[config.mk]
export PLATFORM = sky130hd
export DESIGN_NAME = tcm_axi_stream_loader
export DESIGN_NICKNAME = d
export VERILOG_FILES = /design/src/rtl/tcm_axi_stream_loader.sv
export SDC_FILE = /design/constraint.sdc
export NUM_CORES = 1
export LEC_CHECK = 0
export ABC_CLOCK_PERIOD_IN_PS = 6580
export BUFFER_PORTS_ARGS = -buffer_cell sky130_fd_sc_hd__buf_2
export CORE_MARGIN = 2
export CORE_UTILIZATION = 40
export CTS_CLUSTER_SIZE = 24
export DETAILED_ROUTE_END_ITERATION = 10
export GPL_TIMING_DRIVEN = 0
export HOLD_SLACK_MARGIN = 0.12
export PLACE_DENSITY_LB_ADDON = 0.3
export SYNTH_ARGS = -nofsm -noshare
export SYNTH_HDL_FRONTEND = slang
export SYNTH_SLANG_ARGS = --single-unit
[constraint.sdc]
create_clock -name clk_i -period 6.58 [get_ports clk_i]
set_input_delay 0.658 -clock clk_i [delete_from_list [all_inputs] [get_ports clk_i]]
set_output_delay 0.658 -clock clk_i [all_outputs]
set_load 0.01 [all_outputs]
[src/rtl/tcm_axi_stream_loader.sv]
// tcm_axi_stream_loader: writes a 32-bit valid/ready word stream into TCM using AXI4 INCR write bursts
module tcm_axi_stream_loader #(
  parameter int unsigned MAX_BURST = 16,
  parameter logic [3:0]  AXI_ID    = 4'd0
) (
  input  logic        clk_i,
  input  logic        rst_i,
  input  logic        start_i,
  input  logic [31:0] addr_i,
  input  logic [15:0] words_i,
  input  logic        in_valid_i,
  input  logic [31:0] in_data_i,
  output logic        in_ready_o,
  output logic        busy_o,
  output logic        done_o,
  output logic        error_o,
  output logic        axi_awvalid_o,
  output logic [31:0] axi_awaddr_o,
  output logic [3:0]  axi_awid_o,
  output logic [7:0]  axi_awlen_o,
  output logic [1:0]  axi_awburst_o,
  input  logic        axi_awready_i,
  output logic        axi_wvalid_o,
  output logic [31:0] axi_wdata_o,
  output logic [3:0]  axi_wstrb_o,
  output logic        axi_wlast_o,
  input  logic        axi_wready_i,
  input  logic        axi_bvalid_i,
  input  logic [1:0]  axi_bresp_i,
  input  logic [3:0]  axi_bid_i,
  output logic        axi_bready_o
);
  typedef enum logic [2:0] {IDLE, ADDR, DATA, RESP, DONE} state_t;
  state_t      state_q, state_d;
  logic [31:0] addr_q, addr_al, wdata_q;
  logic [15:0] remain_q;
  logic [4:0]  acc_q, idx_q;
  logic [16:0] to_bnd, cap, beats;
  logic        wvalid_q, error_q;
  // burst length only depends on registers that are frozen from ADDR until the B handshake
  assign addr_al = addr_i & ~32'd3;
  assign to_bnd  = 17'd1024 - 17'(addr_q[11:2]);
  assign cap     = (17'(remain_q) < 17'(MAX_BURST)) ? 17'(remain_q) : 17'(MAX_BURST);
  assign beats   = (cap < to_bnd) ? cap : to_bnd;
  assign axi_awaddr_o  = addr_q;
  assign axi_awid_o    = AXI_ID;
  assign axi_awburst_o = 2'b01;
  assign axi_wstrb_o   = 4'hF;
  assign axi_wvalid_o  = wvalid_q;
  assign axi_wdata_o   = wdata_q;
  assign error_o       = error_q;
  // state register
  always_ff @(posedge clk_i or posedge rst_i)
    if (rst_i) state_q <= IDLE;
    else       state_q <= state_d;
  // next state and channel control outputs
  always_comb begin
    state_d       = state_q;
    in_ready_o    = 1'b0;
    busy_o        = state_q != IDLE;
    done_o        = state_q == DONE;
    axi_awvalid_o = state_q == ADDR;
    axi_awlen_o   = (state_q == ADDR) ? 8'(beats - 17'd1) : 8'd0;
    axi_bready_o  = state_q == RESP;
    axi_wlast_o   = wvalid_q && (17'(idx_q) == beats - 17'd1);
    case (state_q)
      IDLE: if (start_i) state_d = (words_i == 16'd0) ? DONE : ADDR;
      ADDR: if (axi_awready_i) state_d = DATA;
      DATA: begin
        in_ready_o = (17'(acc_q) < beats) && (!wvalid_q || axi_wready_i);
        if (axi_wlast_o && axi_wready_i) state_d = RESP;
      end
      RESP: if (axi_bvalid_i) state_d = (remain_q == 16'(beats)) ? DONE : ADDR;
      default: state_d = IDLE;
    endcase
  end
  // transfer bookkeeping and the registered W beat
  always_ff @(posedge clk_i or posedge rst_i)
    if (rst_i) begin
      addr_q   <= '0;
      remain_q <= '0;
      acc_q    <= '0;
      idx_q    <= '0;
      wvalid_q <= 1'b0;
      wdata_q  <= '0;
      error_q  <= 1'b0;
    end else begin
      if (state_q == IDLE && start_i) begin
        addr_q   <= addr_al;
        remain_q <= words_i;
        error_q  <= 1'b0;
      end
      if (state_q == ADDR && axi_awready_i) begin
        acc_q <= '0;
        idx_q <= '0;
      end
      if (in_ready_o && in_valid_i) begin
        wdata_q  <= in_data_i;
        wvalid_q <= 1'b1;
        idx_q    <= acc_q;
        acc_q    <= acc_q + 5'd1;
      end else if (wvalid_q && axi_wready_i) wvalid_q <= 1'b0;
      if (state_q == RESP && axi_bvalid_i) begin
        addr_q   <= addr_q + {13'd0, beats, 2'b00};
        remain_q <= remain_q - 16'(beats);
        if (axi_bresp_i != 2'b00 || axi_bid_i != AXI_ID) error_q <= 1'b1;
      end
    end
endmodule

Word-level counts from Yosys, hierarchy flattened
Index checks and enable logic that the tools add are counted.
{ "op_classes": {"n_addsub": 5, "order_cmp": 3, "n_eq_ne": 10, "muxes": 23, "n_reduce_logical": 20} }
{ "ops": {"columns": ["op", "n"], "rows": [
  ["$mux 32", 2],
  ["$mux 16", 3],
  ["$add 32x19->32", 1],
  ["$mux 3", 6],
  ["$eq 5x17->1", 1],
  ["$lt 16x17->1", 1],
  ["$lt 5x17->1", 1],
  ["$mux 17", 1],
  ["$sub 17x1->17 const B", 1],
  ["$eq 16x16->1", 1],
  ["$logic_not 16->1", 1],
  ["$lt 16x5->1 const B", 1],
  ["$sub 16x16->16", 1],
  ["$mux 5", 3],
  ["$pmux 3 s4", 1],
  ["$sub 11x10->12 const A", 1],
  ["$logic_and 1x1->1", 8],
  ["$mux 8", 1],
  ["$reduce_bool 2->1", 4],
  ["$eq 3x2->1 const B", 2],
  ["$mux 1", 6],
  ["$ne 2x2->1 const B", 3],
  ["$add 5x1->5 const B", 1],
  ["$reduce_and 4->1", 1],
  ["8 further kinds", 9]
]} }
{ "word_totals": {"register_bits": 95, "input_bits": 93, "output_inout_bits": 90, "word_cells": 69} }

Depth between registers and ports, before layout
Gate-level depths: netlist of the first run.
{ "depth": {"ltp_word": 10, "mapped_depth": 27} }

Worst setup path before layout of the first run
Ideal clock, no wire load.
{ "synth_timing": {"kind": "register to register", "start": "register addr_q[4] (netlist: axi_awaddr_o[4])", "end": "register addr_q[31] (netlist: axi_awaddr_o[31])", "arrival_ns": 5.276, "required_time_ns": 6.476, "slack_ns": 1.201, "path_stages_with_launch": 25, "period_less_slack_ns": 5.379, "cell_sequence": "dfrtp_1 > buf_2 > nor4_4 > nand2_1 > o31a_1 > or2_2 > ha_1 > o21ai_0 > nor2b_1 > clkbuf_1 > a21o_1 > buf_6 > clkbuf_1 > clkbuf_1 > or2_2 > inv_1 > ha_1 > and3_1 > nand2_1 > or2_2 > o32ai_4 > nor2_2 > o211ai_4 > nand2_1 > o311ai_1"} }
{ "synth_via": {"elab_chain_cells": 5} }
{ "synth_rtl": {"columns": ["item", "line_no", "rtl"], "rows": [
  ["start, declared", "35", "logic [31:0] addr_q, addr_al, wdata_q;"],
  ["start signal, assigned", "89", "addr_q <= addr_al;"],
  ["start signal, assigned", "104", "addr_q <= addr_q + {13'd0, beats, 2'b00};"],
  ["$sub 11x10->12", "42", "assign to_bnd = 17'd1024 - 17'(addr_q[11:2]);"],
  ["$lt 16x17->1", "44", "assign beats = (cap < to_bnd) ? cap : to_bnd;"],
  ["$mux 17", "44", null],
  ["$add 32x19->32 (*)", "104", null],
  ["$mux 32 (*)", "103", "if (state_q == RESP && axi_bvalid_i) begin"]
]} }
Every way passes the cells marked *; elsewhere a longest branch is shown, timed or not.
A chain may end at the register's enable or synchronous reset.

Worst setup path in the final report of the first run
{ "layout_timing": {"start": "register addr_q[4] (netlist: axi_awaddr_o[4])", "end": "output port axi_wlast_o"} }
{ "layout_via": {"elab_chain_cells": 6} }
{ "layout_rtl": {"columns": ["item", "line_no", "rtl"], "rows": [
  ["$sub 11x10->12 (*)", "42", null],
  ["$lt 16x17->1", "44", null],
  ["$mux 17 (*)", "44", null],
  ["$sub 17x1->17 (*)", "65", "axi_wlast_o = wvalid_q && (17'(idx_q) == beats - 17'd1);"],
  ["$eq 5x17->1 (*)", "65", null],
  ["$logic_and 1x1->1 (*)", "65", null],
  ["end, declared", "26", "output logic axi_wlast_o,"]
]} }
Marks and branches as above.

==> impl_metrics.csv, run 1 <==
group,metric,value,unit
setup_path,worstPathArrival,5530,ps
routing,dr.pass1.iters,6,
die,num_rows,48,
logic_synthesis,synth_cell_types,80,
timing,finalCritPeriodShare,94.02,%
clock_network,cts_sinks,93,
final_layout,nFillCells,1657,
global_route,antenna_found_initial,0,
routing,drt_iter0_drc,612,
place,post-dp-hpwl,17290,um
final_layout,antenna_cells_inserted,0,
timing,clock_skew,11.67,ps
final_layout,layout-drive-gt1-share,25.71,%
clock_network,numCtsBuffers,9,
logic_synthesis,yosys_warnings,0,
timing,rsz0062_at_grt,"false",
pwr,p_leak,4.090,nW
pwr,p_per_area,545.9,nW/um2
clock_network,htreeDepth,3,
clock_network,cts_hold_buf,0,
logic_synthesis,synthCells,848,
global_route,grt_max_degree,57,
clock_network,cts_tree,"built",
timing,setup_viol,0,
logic_synthesis,syn_avg_cell_area,8.415,um2
global_route,grt_pass1_vias,6687,
final_layout,multi_input_area,4502,um2
clock_network,clockBufferDepth,2,
routing,drt-total-wl,22320,um
final_layout,design_area,8756,um2
setup_path,critPathCaptureType,"output port",
die,dieArea,18920,um2
timing,hold_viol,0,
logic_synthesis,ys_ff_latch,93,
place,post_dp_cell_area,8382,um2
die,die_w,137.6,um
timing,finalMaxSlewViolations,0,
final_layout,instances_no_fill,1287,
timing,min_period,6186,ps
clock_network,root_buffer,"clkbuf_16",
logic_synthesis,postSynth.asyncResetShare,100.0,%
place,gp_congestion,0.9288,
global_route,overflow,0,
min_path,worstHoldPathType,"input port to async pin",
setup_path,critPathMaxFanout,10,
die,start_util,41.11,%
logic_synthesis,syn-cell-area,7136,um2
final_layout,nNetsFinal,1189,
clock_network,clk_pin_slew_worst_paths,80,ps
routing,wl_per_cell,17.35,um
routing,ant_nets,0,
setup_path,critPathKind,"flop to output port",
clock_network,clkLatencyLatePin,370,ps
timing,timing.hold.ws,327.9,ps
routing,drc,0,
setup_path,cp_data_required_time,5920,ps
global_route,grt_usage,23.58,%
global_route,grt_pass1_wl,34710,um
final_layout,syn_to_final_growth,22.71,%
pwr,peakVddDrop,0.2215,mV
routing,vias,7262,
die,die_h,137.6,um
logic_synthesis,seq_area_frac_synth,32.61,%
logic_synthesis,synth_edf_count,0,
place,io_buffer_count,168,
final_layout,regArea,2327,um2
place,place_inst,1267,
run_status,status,"complete, no violations",
die,ioPinCount,183,
routing,vias_per_cell,5.643,
logic_synthesis,synth_flop_cell,"dfrtp_1",
timing,clock.fmax,0.1616,GHz
run,max_cap_violations,0,
timing,tightest_slew,1064,ps
setup_path,critPathLaunchType,"flop",
die,core,17360,um2
timing,relSlewSlack,28.53,%
[cell usage in the layout (no fill, tap or decap), types with 8 or more instances in the layout]
| cell type | instances |
|---|---|
| nor4_1 | 14 |
| a21oi_1 | 46 |
| a311oi_1 | 8 |
| dfrtp_1 | 93 |
| conb_1 | 27 |
| nand3_1 | 23 |
| clkbuf_1 | 23 |
| o21ai_0 | 38 |
| xnor2_1 | 27 |
| a211oi_1 | 17 |
| mux2_1 | 12 |
| buf_4 | 18 |
| o21a_1 | 8 |
| a31oi_1 | 27 |
| buf_2 | 179 |
| ha_1 | 38 |
| nor2_1 | 78 |
| xor2_1 | 10 |
| inv_1 | 41 |
| and3_1 | 14 |
| clkbuf_16 | 9 |
| and2_1 | 13 |
| nand2_1 | 96 |
| nor3_1 | 31 |
| mux2_2 | 21 |
[cell families after synthesis]
kind of cell	synth area share, %
muxes	5.979
buffers and inverters	6.085
other	0.1052
xor gates and xnor gates	4.857
AOI/OAI and AO/OA	21.81
adders and majority gates	7.698
DFF	32.61
and+or+nand+nor	20.85
[final cells by class]
| type | count | share of cell area [%] |
|---|---|---|
| Buffer | 52 | 3.029 |
| Clock buffer | 9 | 2.572 |
| Clock inverter | 7 | 0.8431 |
| Inverter | 44 | 1.915 |
| Multi-Input combinational cell | 682 | 51.41 |
| Sequential cell | 93 | 26.58 |
| Tap cell | 225 | 3.215 |
| Timing Repair Buffer | 175 | 10.43 |
[report_power, final]
group	internal, W	total [W]	switching (W)
clock	0.000270	0.000540	0.000270
sequential	0.000841	0.00108	0.000236
combinational	0.00129	0.00316	0.00187
[per-stage QoR]
step | util, % | total power, W | TNS (ps) | worst slack (ps)
6_report | 50.45 | 0.004780 | 0 | 393.6
4_1_cts | 50.07 | 0.004690 | 0 | 14.25
3_3_place_gp | 48.12 | 0.004086 | -108.4 | -108.4
2_1_floorplan | - | 0.003254 | 0 | 1201
3_5_place_dp | 48.29 | 0.004132 | -60.54 | -60.54
5_1_grt | 50.45 | 0.005141 | 0 | 33.26
[path summary, 6_finish.rpt]
path	start	end	slack [ps]	depth (start not counted)
worst max-delay path	axi_awaddr_o[4]	axi_wlast_o	390	21
worst min-delay path	rst_i	axi_wdata_o[20]	330	2
worst max register to register	axi_awaddr_o[4]	axi_awaddr_o[26]	450	22
worst min register to register	error_o	error_o	480	2
max in group asynchronous	rst_i	axi_awaddr_o[17]	5560	3
min in group clk_i	error_o	error_o	480	2
[per-layer routing]
metal / global-route usage (%) / share of wire [%] / up-vias
li1: - / - / 3470
met2: 37.18 / 47 / 294
met5: 0 / 0 / -
met1: 33.10 / 44 / 3457
met4: 7.847 / 2.3 / 0
met3: 3.532 / 6.5 / 41
[what timing repair did]
action                     in CTS  in global routing
pin swaps                       0                  3
setup endpoints to repair       1                 21
buffers inserted                0                  6
resized for setup               2                 11
[cell usage after synthesis (all sizes together) (6+ instances only)]
| cell | number | area share [%] |
|---|---|---|
| a311oi | 8 | 0.98 |
| a21o | 7 | 0.74 |
| nor4 | 15 | 1.5 |
| and3 | 14 | 1.2 |
| a31oi | 27 | 2.4 |
| a211oi | 19 | 2.1 |
| nor3 | 34 | 2.5 |
| o31ai | 6 | 0.77 |
| o21ai | 43 | 3.0 |
| inv | 44 | 2.3 |
| xor2 | 10 | 1.2 |
| a21oi | 49 | 3.5 |
| and2 | 13 | 1.1 |
| buf | 26 | 2.3 |
| o21a | 8 | 0.84 |
| or2 | 7 | 0.61 |
| clkbuf | 28 | 1.5 |
| mux2 | 34 | 5.4 |
| ha | 39 | 6.8 |
| o211ai | 7 | 0.93 |
| nand2 | 96 | 5.1 |
| xnor2 | 27 | 3.3 |
| maj3 | 6 | 0.86 |
| dfrtp | 93 | 33 |
| nor2 | 79 | 4.2 |
| nand4 | 6 | 0.53 |
| nand3 | 23 | 1.6 |
[worst max-delay path, stage by stage (launching register included)]
cell and delay (ps):
dfrtp_1 410, buf_2 200, nor4_4 490, nand2_1 270, xnor2_1 190, buf_2 210
ha_1 300, nand4_1 200, o21ai_1 160, nor3_4 220, buf_4 180, a21o_1 120
buf_6 160, mux2_4 350, inv_2 90, ha_1 260, xor2_1 160, nand3_1 80
a211oi_1 180, nand4_1 130, nor4b_2 530, buf_2 230
[state kept, by name (all words and copies together), names as in the netlist]
signal,cells
axi_wdata_o,32
axi_wvalid_o,1
error_o,1
state_q,3
idx_q,5
acc_q,5
axi_awaddr_o,30
remain_q,16
Power figures use the tool's default switching activity.
==> run 2, diff against run 1 <==
- ABC_CLOCK_PERIOD_IN_PS: 6580 -> 5100
- REMOVE_ABC_BUFFERS: default -> 1
- clock period: 6.58 -> 5.1 ns (I/O delays scaled with it)
==> impl_metrics.csv, run 2 (same netlist as run 1, synthesis figures left out) <==
group,metric,value,unit
run_status,status,"complete, but fails checks",
run_status,violations,"negative setup slack",
global_route,met3_usage,4.673,%
setup_path,timing.rr.end,"axi_awaddr_o[29]",
global_route,overflow,0,
routing,vias,7336,
clock_network,numCtsBuffers,9,
min_path,worstHoldPathType,"input port to async pin",
setup_path,critPathBufInv,3,
clock_network,htreeDepth,3,
final_layout,design_area,9473,um2
final_layout,antenna_cells_inserted,0,
die,ioPinCount,183,
final_layout,layout-drive-gt1-share,33.96,%
place,post-dp-hpwl,15890,um
final_layout,fin_util,54.58,%
setup_path,ff2ff_setup_slack,-10,ps
place,place_inst,1218,
setup_path,rr_startpoint,"axi_awaddr_o[5]",
timing,rsz0062_at_grt,"true",
run,max_cap_violations,0,
timing,finalMaxSlewViolations,0,
place,gp_congestion,0.9402,
die,start_util,41.11,%
final_layout,nNetsFinal,1193,
setup_path,path_cells,"nor4_4 > buf_4 > nand2_2 > o31a_1 > or2_2 > ha_1 > o21ai_2 > nor2b_4 > a21o_4 > mux2_4 > inv_4 > ha_4 > xor2_1 > nand3_1 > a211oi_2 > nand4_1 > nor4b_4 > buf_2",
routing,ant_nets,0,
routing,drt-total-wl,22650,um
timing,timing.hold.ws,167.9,ps
setup_path,worstPathArrival,4610,ps
pwr,p_leak,4.371,nW
timing,clock_skew,9.008,ps
routing,drc,0,
routing,wl_per_cell,17.54,um
die,num_rows,48,
setup_path,crit_path_start,"axi_awaddr_o[5]",
timing,hold_viol,0,
clock_network,clk_pin_slew_worst_paths,70,ps
timing,tightest_slew,1174,ps
timing,finalCritPeriodShare,100.4,%
final_layout,multi_input_area,4960,um2
routing,dr.pass1.iters,5,
die,dieArea,18920,um2
pwr,peakVddDrop,0.2967,mV
final_layout,regArea,2337,um2
routing,vias_per_cell,5.682,
global_route,grt_usage,23.17,%
setup_path,cpMaxStageDelayCell,"dfrtp_2",
timing,setup_viol,2,
final_layout,nFillCells,1574,
final_layout,instances_no_fill,1291,
global_route,grt_pass1_wl,34310,um
die,die_h,137.6,um
setup_path,critPathMaxStageDelay,450,ps
setup_path,r2r_cells,24,
timing,relSlewSlack,21.76,%
final_layout,largest_reg_flops,32,
final_layout,syn_to_final_growth,32.75,%
place,post_dp_cell_area,8223,um2
routing,drt_iter0_drc,543,
final_layout,layout_common_cells,"buf_2 (168), nand2_1 (90), dfrtp_1 (85)",
global_route,top_usage_layer,"met2",
global_route,gr-usage-met1,31.83,%
die,die_w,137.6,um
global_route,grt_pass1_vias,6720,
setup_path,critPathLaunchType,"flop",
setup_path,cp_data_required_time,4590,ps
die,core,17360,um2
timing,worst_slack,-21.90,ps
global_route,antenna_found_initial,2,
pwr,p_per_area,709.7,nW/um2
global_route,grtUsageMet2,36.43,%
final_layout,layout_commonest_cell,"buf_2",
setup_path,critPathTopFamily,"simple AND/OR/NAND/NOR gates",
clock_network,cts_tree,"built",
setup_path,critPathCaptureType,"output port",
clock_network,cts_sinks,93,
clock_network,root_buffer,"clkbuf_16",
setup_path,critPathMaxFanout,5,
setup_path,critPathKind,"flop to output port",
clock_network,clockBufferDepth,2,
timing,clock.fmax,0.1952,GHz
place,io_buffer_count,168,
global_route,grt_max_degree,61,
clock_network,clkLatencyLatePin,360,ps
timing,min_period,5122,ps
[run 2: final cells by class]
cell class / count / area share [%]
Inverter: 44 / 1.823
Clock buffer: 9 / 2.377
Sequential cell: 93 / 24.67
Tap cell: 225 / 2.972
Timing Repair Buffer: 228 / 14.81
Clock inverter: 7 / 0.9906
Multi-Input combinational cell: 685 / 52.36
[run 2: timing repair]
action                     in CTS  in global routing
pin swaps                      12                 30
setup buffers                  27                 27
gates cloned                    1                  2
resized for setup              51                 51
hold buffers                    0                  0
setup endpoints to repair      97                 67
[run 2: per-stage QoR]
stage               TNS (ps)  worst slack, ps  total power, W
CTS                   -34.91           -34.91        0.006291
detailed placement   -100240            -1805        0.005246
finish                -32.99           -21.90        0.006723
global placement     -145430            -2259        0.005168
floorplan             -31190           -771.4        0.004129
global route           -2534           -233.4        0.007223
[run 2: worst max path at each step]
stage / end / slack, ps / cells after the start
finish: axi_wlast_o / -20 / 18
global placement: acc_q[2] / -2260 / 17
CTS: axi_wlast_o / -30 / 21
floorplan: acc_q[3] / -770 / 17
global route: remain_q[12] / -230 / 22
detailed placement: axi_awaddr_o[22] / -1800 / 19
[run 2: report_power, final]
group	total, W	switching (W)	internal [W]
logic	0.00451	0.00251	0.00201
clock network	0.000707	0.000353	0.000354
registers	0.00150	0.000413	0.00109
[run 2: routing by layer]
layer	vias up	wire, um
met5	-	0
met4	0	481
met3	38	1833
met2	340	10570
met1	3480	9755
li1	3478	-
==> run 3, diff against run 2 <==
- CORE_UTILIZATION: 40 -> 49
- SLEW_MARGIN: default -> 10
==> impl_metrics.csv, run 3 (same netlist as run 1, synthesis figures left out) <==
group,metric,value,unit
die,die_w,124.7,um
setup_path,r2r_cells,22,
setup_path,worst-path-stages,19,
global_route,antenna_found_initial,0,
pwr,total_power,0.006670,W
setup_path,critPathMaxFanout,6,
setup_path,path_cells,"nor4_4 > buf_6 > nand2_4 > o31a_1 > or2_2 > ha_1 > o21ai_2 > nor2b_4 > buf_4 > a21o_4 > mux2_4 > inv_4 > ha_4 > xor2_1 > nand3_1 > a211oi_2 > nand4_1 > nor4b_4 > buf_2",
place,io_buffer_count,168,
timing,finalMaxSlewViolations,0,
final_layout,nFillCells,1216,
die,start_util,49.66,%
place,gp_congestion,0.9359,
setup_path,crit_path_start,"axi_awaddr_o[5]",
clock_network,clk_pin_slew_worst_paths,70,ps
setup_path,cp_data_required_time,4590,ps
die,num_rows,44,
timing,min_period,5207,ps
setup_path,critPathBufInv,4,
setup_path,critPathTopFamily,"simple AND/OR/NAND/NOR gates",
die,die_h,124.7,um
global_route,overflow,0,
final_layout,layout_common_cells,"buf_2 (168), nand2_1 (90), dfrtp_1 (85)",
global_route,grt_max_degree,53,
routing,wl_per_cell,17.72,um
global_route,grt_pass1_wl,33610,um
final_layout,antenna_cells_inserted,0,
die,ioPinCount,183,
timing,finalCritPeriodShare,102.1,%
setup_path,cpMaxStageDelayCell,"dfrtp_2",
routing,vias_per_cell,5.967,
die,core,14370,um2
clock_network,root_buffer,"clkbuf_16",
pwr,peakVddDrop,0.4116,mV
routing,dr.pass1.iters,5,
clock_network,clockBufferDepth,2,
timing,relSlewSlack,26.47,%
timing,fin_tns_setup,-107.3,ps
final_layout,largest_reg_flops,32,
routing,drc,0,
timing,clock_skew,12.26,ps
setup_path,critPathCaptureType,"output port",
run_status,violations,"negative setup slack",
setup_path,worstPathArrival,4700,ps
timing,setup_viol,1,
timing,clock.fmax,0.1920,GHz
clock_network,cts_tree,"built",
clock_network,htreeDepth,3,
final_layout,nNetsFinal,1189,
run_status,status,"complete, but fails checks",
setup_path,crit_end,"axi_wlast_o",
final_layout,layout-drive-gt1-share,33.90,%
setup_path,critPathKind,"flop to output port",
clock_network,cts_sinks,93,
global_route,grt_usage,26.18,%
timing,worst_slack,-107.3,ps
pwr,p_leak,4.342,nW
setup_path,rr_startpoint,"axi_awaddr_o[5]",
routing,vias,7435,
routing,drt-total-wl,22080,um
timing,rsz0062_at_grt,"true",
routing,ant_nets,0,
timing,hold_viol,0,
setup_path,critPathMaxStageDelay,430,ps
clock_network,clkLatencyLatePin,360,ps
setup_path,timing.rr.end,"axi_awaddr_o[27]",
setup_path,ff2ff_setup_slack,70,ps
timing,tightest_slew,1103,ps
clock_network,numCtsBuffers,9,
setup_path,critPathLaunchType,"flop",
final_layout,layout_commonest_cell,"buf_2",
pwr,p_per_area,714.8,nW/um2
global_route,grt_pass1_vias,6874,
run,max_cap_violations,0,
min_path,worstHoldPathType,"input port to async pin",
routing,drt_iter0_drc,646,
place,post-dp-hpwl,14950,um
die,dieArea,15540,um2
final_layout,syn_to_final_growth,30.77,%
==> run 3: per-stage QoR <==
stage	setup WS [ps]	hold WS (ps)	util (%)	cells	area [um2]
6_report	-107.3	197.4	64.94	1246	9331
5_1_grt	-206.5	251.0	64.94	1246	9331
4_1_cts	-12.15	210.1	61.14	1214	8785
3_5_place_dp	-1833	476.3	56.92	1178	8179
3_3_place_gp	-2123	470.1	55.90	1171	8031
2_1_floorplan	-771.4	473.5	-	819	6960
==> run 3: layout make-up <==
type / instances / area, um2 / share of cell area [%]
repair buffers: 224 / 1356 / 14.53
multi-input cells: 685 / 4952 / 53.07
flip-flops and latches: 93 / 2337 / 25.05
clock inverters: 6 / 51.30 / 0.5497
inverters: 44 / 175.2 / 1.877
clock buffers: 10 / 229.0 / 2.454
well taps: 184 / 230.2 / 2.467
==> run 3: worst min path at each step <==
stage / startpoint / end / slack, ps / cells past startpoint
after floorplan: acc_q[4] / acc_q[4] / 470 / 1
after global placement: axi_wdata_o[5] / axi_wdata_o[5] / 470 / 1
after detailed placement: axi_wdata_o[17] / axi_wdata_o[17] / 480 / 1
after CTS: rst_i / axi_wdata_o[4] / 210 / 2
after global routing: rst_i / axi_wdata_o[25] / 250 / 2
final: rst_i / axi_wdata_o[4] / 200 / 2
==> run 3: report_power, final <==
part	internal, W	switching [W]
registers	0.00109	0.000420
logic	0.00199	0.00251
clock network	0.000340	0.000314
total	0.00343	0.00324
==> run 3: what timing repair did <==
item                                    in CTS  in global routing
resized for setup                           43                 63
endpoints found under the setup margin      98                 52
pin swaps                                   13                 29
setup buffers                               19                 31
hold buffers                                 0                  0
cloned                                       1                  2
==> run 3: layer usage <==
metal / routed length (um) / global-route usage (%) / up-vias
li1: - / - / 3482
met1: 9154 / 34.78 / 3509
met2: 10390 / 42.59 / 376
met3: 1891 / 5.670 / 68
met4: 647 / 8.724 / 0
met5: 0 / 0 / -
